## src/rtl/jk_counter_bank.sv

```systemverilog
// Bank of JK flip-flop stages that can count up, count down, load in parallel, or take direct per-stage J/K control.
// Build with JKCNT_SATURATE_EN defined to make the counts stop at their end values instead of wrapping.
module jk_cell (
   input  logic clk,
   input  logic rst,
   input  logic j,
   input  logic k,
   output logic q
);
   always_ff @(posedge clk or negedge rst) begin
      if (!rst) q <= 1'b0;
      else begin
         case ({j, k})
            2'b01:   q <= 1'b0;
            2'b10:   q <= 1'b1;
            2'b11:   q <= ~q;
            default: q <= q;
         endcase
      end
   end
endmodule

module jk_counter_bank #(
   parameter int WIDTH   = 4,
   parameter int MODULUS = 16
) (
   input  logic             clk,
   input  logic             rst,
   input  logic             en,
   input  logic [1:0]       mode,
   input  logic             load,
   input  logic [WIDTH-1:0] d,
   input  logic [WIDTH-1:0] j,
   input  logic [WIDTH-1:0] k,
   output logic [WIDTH-1:0] q,
   output logic [WIDTH-1:0] qbar,
   output logic             tc,
   output logic             wrap
);
   localparam logic [WIDTH-1:0] TOP = WIDTH'(MODULUS - 1);

   logic [WIDTH-1:0] target, jv, kv;
   logic             at_top, at_zero, wrap_nxt;

   assign at_top  = (q >= TOP);
   assign at_zero = (q == '0);

   // In the count modes, any stage whose next value differs from its current value is toggled.
   always_comb begin
      target   = q;
      jv       = '0;
      kv       = '0;
      wrap_nxt = 1'b0;
      if (en) begin
         if (load) begin
            jv = d;
            kv = ~d;
         end else begin
            case (mode)
               2'b01: begin
`ifdef JKCNT_SATURATE_EN
                  target = at_top ? TOP : q + WIDTH'(1);
`else
                  if (at_top) begin
                     target   = '0;
                     wrap_nxt = 1'b1;
                  end else target = q + WIDTH'(1);
`endif
                  jv = target ^ q;
                  kv = target ^ q;
               end
               2'b10: begin
`ifdef JKCNT_SATURATE_EN
                  target = at_zero ? '0 : q - WIDTH'(1);
`else
                  if (at_zero) begin
                     target   = TOP;
                     wrap_nxt = 1'b1;
                  end else target = q - WIDTH'(1);
`endif
                  jv = target ^ q;
                  kv = target ^ q;
               end
               2'b11: begin
                  jv = j;
                  kv = k;
               end
               default: ;
            endcase
         end
      end
   end

   for (genvar i = 0; i < WIDTH; i++) begin : gen_stage
      jk_cell u_cell (
         .clk (clk),
         .rst (rst),
         .j   (jv[i]),
         .k   (kv[i]),
         .q   (q[i])
      );
   end

   always_ff @(posedge clk or negedge rst) begin
      if (!rst) wrap <= 1'b0;
      else      wrap <= wrap_nxt;
   end

   assign qbar = ~q;
   assign tc   = en & ~load & (((mode == 2'b01) & at_top) | ((mode == 2'b10) & at_zero));
endmodule

```

## config.mk

```make
export PLATFORM = sky130hd
export DESIGN_NAME = jk_counter_bank
export DESIGN_NICKNAME = d
export VERILOG_FILES = /design/src/rtl/jk_counter_bank.sv
export SDC_FILE = /design/constraint.sdc
export NUM_CORES = 1
export LEC_CHECK = 0
export ABC_AREA = 1
export CORE_MARGIN = 5
export CORE_UTILIZATION = 35
export CTS_BUF_LIST = sky130_fd_sc_hd__clkbuf_4
export DETAILED_ROUTE_END_ITERATION = 6
export GPL_ROUTABILITY_DRIVEN = 0
export HOLD_SLACK_MARGIN = 0.05
export PLACE_DENSITY = 0.71
export SYNTH_ARGS = -nofsm -noshare
export SYNTH_HDL_FRONTEND = slang
export SYNTH_HIERARCHICAL = 1
export SYNTH_SLANG_ARGS = --single-unit
```

## constraint.sdc

```tcl
create_clock -name clk -period 1.5 [get_ports clk]
set_input_delay 0.15 -clock clk [delete_from_list [all_inputs] [get_ports clk]]
set_output_delay 0.15 -clock clk [all_outputs]
set_load 0.05 [all_outputs]
```

---- Yosys cells after proc, flatten, opt, wreduce, memory -nomap -nowiden ----
Cells that the tools add are included.
storage, ports and cells
  word-level logic and storage cells ...... 65
  flip-flop bits (word level) ............. 5
  bits of input ports ..................... 18
cells by class
  reductions and logical operators ........ 5
  order comparisons ....................... 1
  eq/ne operators ......................... 15
  add/sub/neg operators ................... 2
  muxes and demuxes ....................... 23
  bitwise logic cells ..................... 14
operators with widths
  operator                                                  number
  two-way mux 4 bit                                         12
  one-hot mux 4 bit (3 select lines)                        2
  == test 2 bit, second input constant                      10
  one-hot mux 1 bit (3 select lines)                        4
  nonzero test 3 bit                                        4
  == test 2 x 1 -> 1 bit, second input constant             5
  NOT 4 bit                                                 2
  bitwise XOR 4 bit                                         2
  NOT 1 bit                                                 5
  adder 4 x 1 -> 4 bit, second input constant               1
  AND 1 bit                                                 4
  greater-or-equal comparator 4 bit, second input constant  1
  zero test 4 bit                                           1
  two-way mux 1 bit                                         4
  subtractor 4 x 1 -> 4 bit, second input constant          1
  one-hot mux 1 bit (2 select lines)                        1
  OR 1 bit                                                  1

---- Longest topological paths before layout ----
Gate-level depths: netlist of the first run.
  depth after elaboration ................. 11
  mapped depth ............................ 11
  gate-level depth less buffers ........... 11

---- Cells and area by module ----
Netlist of the first run, hierarchy kept.
modules (own cells, without submodules)
  module           times used  area each (µm²)  cells an instance
  jk_counter_bank  1           385.4            74
  jk_cell          4           43.8             6

---- Least setup slack after synthesis of the first run ----
No wires, ideal clock.
  path type ............................... register to output
  from .................................... register gen_stage[2].u_cell.q
  to ...................................... output port tc
  arrival time ............................ 2.018 ns
  buffers on the path ..................... 0
  stages on the path, launching flop included .. 4
  slack ................................... -0.668 ns
  cells stage by stage .................... dfrtp_1 inv_1 nand4_1 a21oi_1
between the ends
  word-level cells in the longest chain between the ends .. 4
  elaborated cells between the ends (all ways) .. 6
  those cells by class .................... order compare (1); bitwise (4); reduce/logical (1)
ends and longest elaborated chain
  what                                                                         RTL line  text
  start, declared                                                              8         output logic q
  start signal, assigned                                                       16        2'b11: q <= ~q;
  start signal, assigned                                                       17        default: q <= q;
  greater-or-equal comparator 4 bit / zero test 4 bit (equally long branches)  45, 46
  AND 1 bit                                                                    110       assign tc = en & ~load & (((mode == 2'b01) & at_top) | ((mode == 2'b10) & at_zero));
  OR 1 bit (*)                                                                 110
  AND 1 bit (*)                                                                110
  end, declared                                                                37        output logic tc,
Mark *: on every way between the ends. The rest lies on a longest branch, timed or not.

---- Final worst setup path of the first run ----
  from .................................... register gen_stage[0].u_cell.q
  to ...................................... output port tc
between the ends
  word-level cells in the longest chain between the ends .. 4
  elaborated cells between the ends (all ways) .. 6
  those cells by class .................... order compare (1); bitwise (4); reduce/logical (1)
ends and longest elaborated chain
  what                                                                         RTL line
  start, declared                                                              8
  start signal, assigned                                                       16
  start signal, assigned                                                       17
  greater-or-equal comparator 4 bit / zero test 4 bit (equally long branches)  45, 46
  AND 1 bit                                                                    110
  OR 1 bit (*)                                                                 110
  AND 1 bit (*)                                                                110
Marked as above.

==> results of run 1 <==
-- sequential cells by signal (all words and copies together), names as in the netlist --
signal / flops
gen_stage.u_cell/q: 4
wrap: 1
-- layout make-up --
class / instances / area share
Timing Repair Buffer: 45 / 0.416
Multi-Input combinational cell: 72 / 0.352
Sequential cell: 5 / 0.116
Inverter: 20 / 0.0753
Clock buffer: 3 / 0.0197
Tap cell: 16 / 0.0175
Clock inverter: 1 / 0.00437
-- timing repair --
item / 4_1_cts / 5_1_grt
setup buffers: 7 / 4
cloned: 0 / 0
setup endpoints to repair: 1 / 6
resized for setup: 7 / 10
pin swaps: 3 / 6
hold endpoints to repair: 0 / 0
-- through the flow --
step	instances	power [µW]	area [µm²]
3_3_place_gp	148	1040	997
3_5_place_dp	148	1050	997
4_1_cts	159	1260	1090
2_1_floorplan	98	644	589
5_1_grt	162	1420	1150
6_report	162	1340	1150
-- placed cells by master, fill, tap and decap left out, types with 2 or more instances in the layout --
cell	n
nand2_1	36
buf_4	20
clkdlybuf4s50_1	15
inv_1	12
buf_12	7
nand3_1	6
inv_2	5
nand2_2	4
a21oi_1	4
nor2_1	4
clkinvlp_4	3
clkbuf_4	3
dfrtp_2	3
nand3_2	2
or2_0	2
a21oi_2	2
a22oi_1	2
nand4_1	2
ha_1	2
ha_2	2
dlymetal6s2s_1	2
-- cell families (layout without fill, tap and decap cells) --
logic type      Yosys count  count (layout)  share of synthesized area
simple gates             59              59                      0.449
flops                     5               5                      0.223
buf+inv                  21              69                      0.143
fa+ha+maj                 4               4                     0.0893
compound gates            9               9                     0.0960
-- per-layer routing --
layer / vias up / share of wire / track usage
li1: 399 / - / -
met1: 363 / 0.40 / 0.164
met2: 31 / 0.50 / 0.251
met3: 4 / 0.080 / 0.0542
met4: 0 / 0.016 / 0.0611
met5: - / 0 / 0
-- power groups by stage --
stage          clock network (µW)  logic [µW]  registers (µW)
2_1_floorplan                   0         286             358
3_3_place_gp                    0         787             258
3_5_place_dp                    0         794             260
4_1_cts                       166         839             259
5_1_grt                       181         984             256
6_report                      159         928             254
-- final timing paths --
kind	startpoint	endpoint	depth (start not counted)
setup / recovery	gen_stage[0].u_cell/q	tc	4
hold / removal	rst	wrap	1
setup reg to reg	gen_stage[0].u_cell/q	gen_stage[3].u_cell/q	10
hold reg to reg	gen_stage[3].u_cell/q	gen_stage[3].u_cell/q	2
max in group asynchronous	rst	gen_stage[0].u_cell/q	1
min in group clk	mode[1]	wrap	5
==> flow_summary.yaml, run 1 <==
placed_design:
  pre_cts_ws_ns: -0.216
  io_buffer_count: 27
  dp_hpwl_um: 1380
cells_and_area:
  drive_above_1_share: 0.397
  final-seq-area_um2: 133
  synthToLayoutAreaGrowth_pct: 104
  post-route-util: 0.761
  fillerInstances: 121
  multiInputGateArea_um2: 403
  num_antenna_cells: 0
  nets: 169
sta:
  maxSlewHeadroom: 0.822
  tns_ns: -0.0606
  min_period_over_period: 1.04
  period_minus_slack_ns: 1.56
  timing.final.hold_violations: 0
  skew_ns: 0.00342
  tightest_slew_ns: 0.267
  max_freq_mhz: 641
  drv_slew: 0
  fin_ws_ns: -0.0606
  finalSetupViolations: 1
  holdWs_ns: 0.117
  rsz0062_at_grt: "yes"
synthesis:
  synth_nets: 120
  yosysTopAreaCellShare: 0.254
  ys_seq_elements: 5
  synthesis.area_um2: 561
  synth_edf_count: 0
  yosysWarnings: 6
  netlist_instances: 98
  yosysTopAreaCell: "nand2_1"
  syn_avg_cell_area_um2: 5.72
  ys_top_cells_by_area: "nand2_1 25%, dfrtp_1 22%, inv_1 12%"
  synthMostInstantiatedCell: "nand2_1"
  synth-async-reset-ratio: 1.00
  ys_seq_area_frac: 0.223
  synth_ff_type: "dfrtp_1"
  ys_top_cells_by_count: "38 x nand2_1, 18 x inv_1, 8 x nand3_1, 6 x a21oi_1"
  synth_cell_type_count: 15
worst_setup_path:
  worstSetupPathType: "reg2out"
  startpoint_type: "register"
  required_ns: 1.35
  endpoint_kind: "output port"
  crit_path_top_delay_cell: "dfrtp_4"
  r2r_slack_ns: 0.04
  arrival_ns: 1.41
  cp_top_family: "flip-flops"
  cp_max_fo: 3
  crit_chain: "nor2_4, nand4_1, a21oi_4, buf_12"
  crit_buf_inv: 1
  crit_path_max_incr_delay_ns: 0.51
detailed_routing:
  drtIter0Drc: 28
  num_vias: 797
  avgRoutedWirePerCell_um: 11.9
  dr.pass1.iters: 4
  drc_errors: 0
  antenna_left: 0
  via_per_inst: 4.92
  wl_um: 1930
cts:
  cts_buffers: 3
  cts_tree: "built"
  cts_max_path_buffers: 2
  cts-root-buf: "clkbuf_4"
  holdBufCountCts: 0
  h-tree-depth: 1
  insertion_delay_ns: 0.25
  clock-sinks: 5
  clk_pin_slew_ns: 0.05
run_status:
  status: "finished, violations left"
  violations: "negative setup slack"
power:
  pwr-share-seq: 0.190
  p_int_uw: 716
  p_sw_frac: 0.466
  pwr-share-comb: 0.692
  leakagePower_uw: 0.000593
  power_switching_uw: 625
  p_clk_frac: 0.118
  peakVddDrop_v: 0.000960
  power_density_mw_per_mm2: 1170
global_route:
  gr-total-overflow: 0
  grt_pass1_vias: 730
  grt_max_degree: 9
  grtUsageTotal: 0.149
  antenna_found_initial: 0
  grt_first_pass_wirelength_um: 2930
die:
  die_area_mm2: 0.00250
  fp-row-count: 14
  fp.dieW_um: 50.0
  die_height_um: 50.0
  start_util: 0.372
  io-pin-count: 28
  coreArea_mm2: 0.00151
job:
  cap_violations: 0
min_path:
  hold_class: "in2async"
Note: power is estimated with default switching activity, not from simulation.
==> run 2: changes to the inputs <==
- CORE_MARGIN: 5 -> not set
==> run 2 against run 1 <==
Compared with the run above:
- the run still ends with negative setup slack left
- register-to-register slack improved by 0.13 ns
- routed wire length decreased by 18%
- critical path depth unchanged
- count of clock-buffer cells in the layout increased by 1
- sequential share of layout area increased by 1.0 points
- first-iteration DRC count decreased by 64%
- die area decreased by 29%
==> flow_summary.yaml, run 2 (synthesis gave the netlist of run 1 again) <==
global_route:
  grt_first_pass_wirelength_um: 2730
  grt-busiest-layer: "met2"
  grt_max_degree: 9
  gr-total-overflow: 0
  grtUsageTotal: 0.201
  grt_use_met2: 0.356
  antenna_found_initial: 0
  grt_pass1_vias: 703
  met1_usage: 0.224
  grt_use_met3: 0.0819
run_status:
  status: "finished, violations left"
  violations: "negative setup slack"
detailed_routing:
  drtIter0Drc: 10
  dr.pass1.iters: 4
  num_vias: 737
  wl_um: 1580
  drc_errors: 0
  via_per_inst: 4.79
  avgRoutedWirePerCell_um: 10.2
  antenna_left: 0
worst_setup_path:
  arrival_ns: 1.36
  r2r_slack_ns: 0.17
  required_ns: 1.35
  worstSetupPathType: "reg2out"
  crit_path_max_incr_delay_ns: 0.50
  crit_path_top_delay_cell: "dfrtp_4"
  crit_chain: "nor2_4, nand4_1, a21oi_4, buf_12"
  cp_max_fo: 4
  endpoint_kind: "output port"
  startpoint_type: "register"
cells_and_area:
  post-route-util: 0.698
  regMostFlops: "gen_stage.u_cell/q"
  synthToLayoutAreaGrowth_pct: 87.5
  drive_above_1_share: 0.304
  final_common_cell: "nand2_1"
  largest_register_ffs: 4
  num_antenna_cells: 0
  final_cell_mix: "38 x nand2_1, 15 x clkdlybuf4s50_1, 14 x inv_1"
  largest_registers: "gen_stage.u_cell/q (4), wrap (1)"
  nets: 161
die:
  coreArea_mm2: 0.00151
  fp.dieW_um: 42.0
  die_height_um: 42.0
  die_area_mm2: 0.00177
  io-pin-count: 28
  fp-row-count: 14
  start_util: 0.372
sta:
  maxSlewHeadroom: 0.819
  holdWs_ns: 0.135
  tightest_slew_ns: 0.271
  min_period_over_period: 1.01
  fin_ws_ns: -0.0103
  max_freq_mhz: 662
  skew_ns: 0.00164
  period_minus_slack_ns: 1.51
  finalSetupViolations: 1
  rsz0062_at_grt: "yes"
  tns_ns: -0.0103
  drv_slew: 0
  timing.final.hold_violations: 0
cts:
  clock-sinks: 5
  insertion_delay_ns: 0.24
  cts-root-buf: "clkbuf_4"
  clk_pin_slew_ns: 0.04
  cts_max_path_buffers: 2
  holdBufCountCts: 0
  cts_buffers: 3
  cts_tree: "built"
  h-tree-depth: 1
placed_design:
  io_buffer_count: 27
  pre_cts_ws_ns: -0.237
  dp_hpwl_um: 1330
min_path:
  hold_class: "in2async"
power:
  power_density_mw_per_mm2: 1200
  leakagePower_uw: 0.000532
  peakVddDrop_v: 0.000573
job:
  cap_violations: 0
## run 2: report_power, final
| part | switching, µW | internal [µW] | total [µW] |
|---|---|---|---|
| Clock | 58.9 | 119 | 178 |
| Sequential | 70.4 | 179 | 249 |
| Combinational | 451 | 382 | 833 |
| Total | 580 | 679 | 1260 |
## run 2: timing repair
item / CTS / global route
pin swaps: 4 / 2
resized for setup: 7 / 0
setup endpoints to repair: 1 / 1
buffers inserted: 2 / 0
endpoints found under the hold margin: 0 / 0
cloned: 0 / 0
## run 2: final timing paths
check	from	end	depth (start not counted)
min in group clk	d[2]	gen_stage[2].u_cell/q	5
max in group asynchronous	rst	gen_stage[0].u_cell/q	1
worst max-delay path	gen_stage[0].u_cell/q	tc	4
worst min-delay path	rst	gen_stage[0].u_cell/q	1
worst max register to register	gen_stage[0].u_cell/q	gen_stage[3].u_cell/q	10
worst min register to register	gen_stage[3].u_cell/q	gen_stage[3].u_cell/q	2
## run 2: final cells by class
type                    count  area [µm²]
clock buffers               4        30.0
fillers                   130         455
inverters                  20        86.3
multi-input cells          72         377
flip-flops and latches      5         133
well taps                  16        20.0
repair buffers             37         405
## run 2: layer usage
metal	routed length, µm	vias to the layer above
li1	-	380
met1	700	337
met2	806	20
met3	71	0
met4	0	0
met5	0	-
## run 2: critical path, delay by kind of cell, from the launching register on
kind	cells	cell delay, ns
buf+inv	1	0.15
simple gates	2	0.27
compound gates	1	0.19
flops	1	0.50
## run 2: through the flow
stage,power (µW),area [µm²],instances
6_report,1260,1050,154
5_1_grt,1330,1050,154
4_1_cts,1270,1050,154
3_5_place_dp,1050,997,148
3_3_place_gp,1040,997,148
2_1_floorplan,644,589,98
==> run 3: changes to the inputs <==
- CAP_MARGIN: not set -> 0
==> results of run 3 <==
Same layout as run 2: the final DEF is identical, and so are final timing and power.
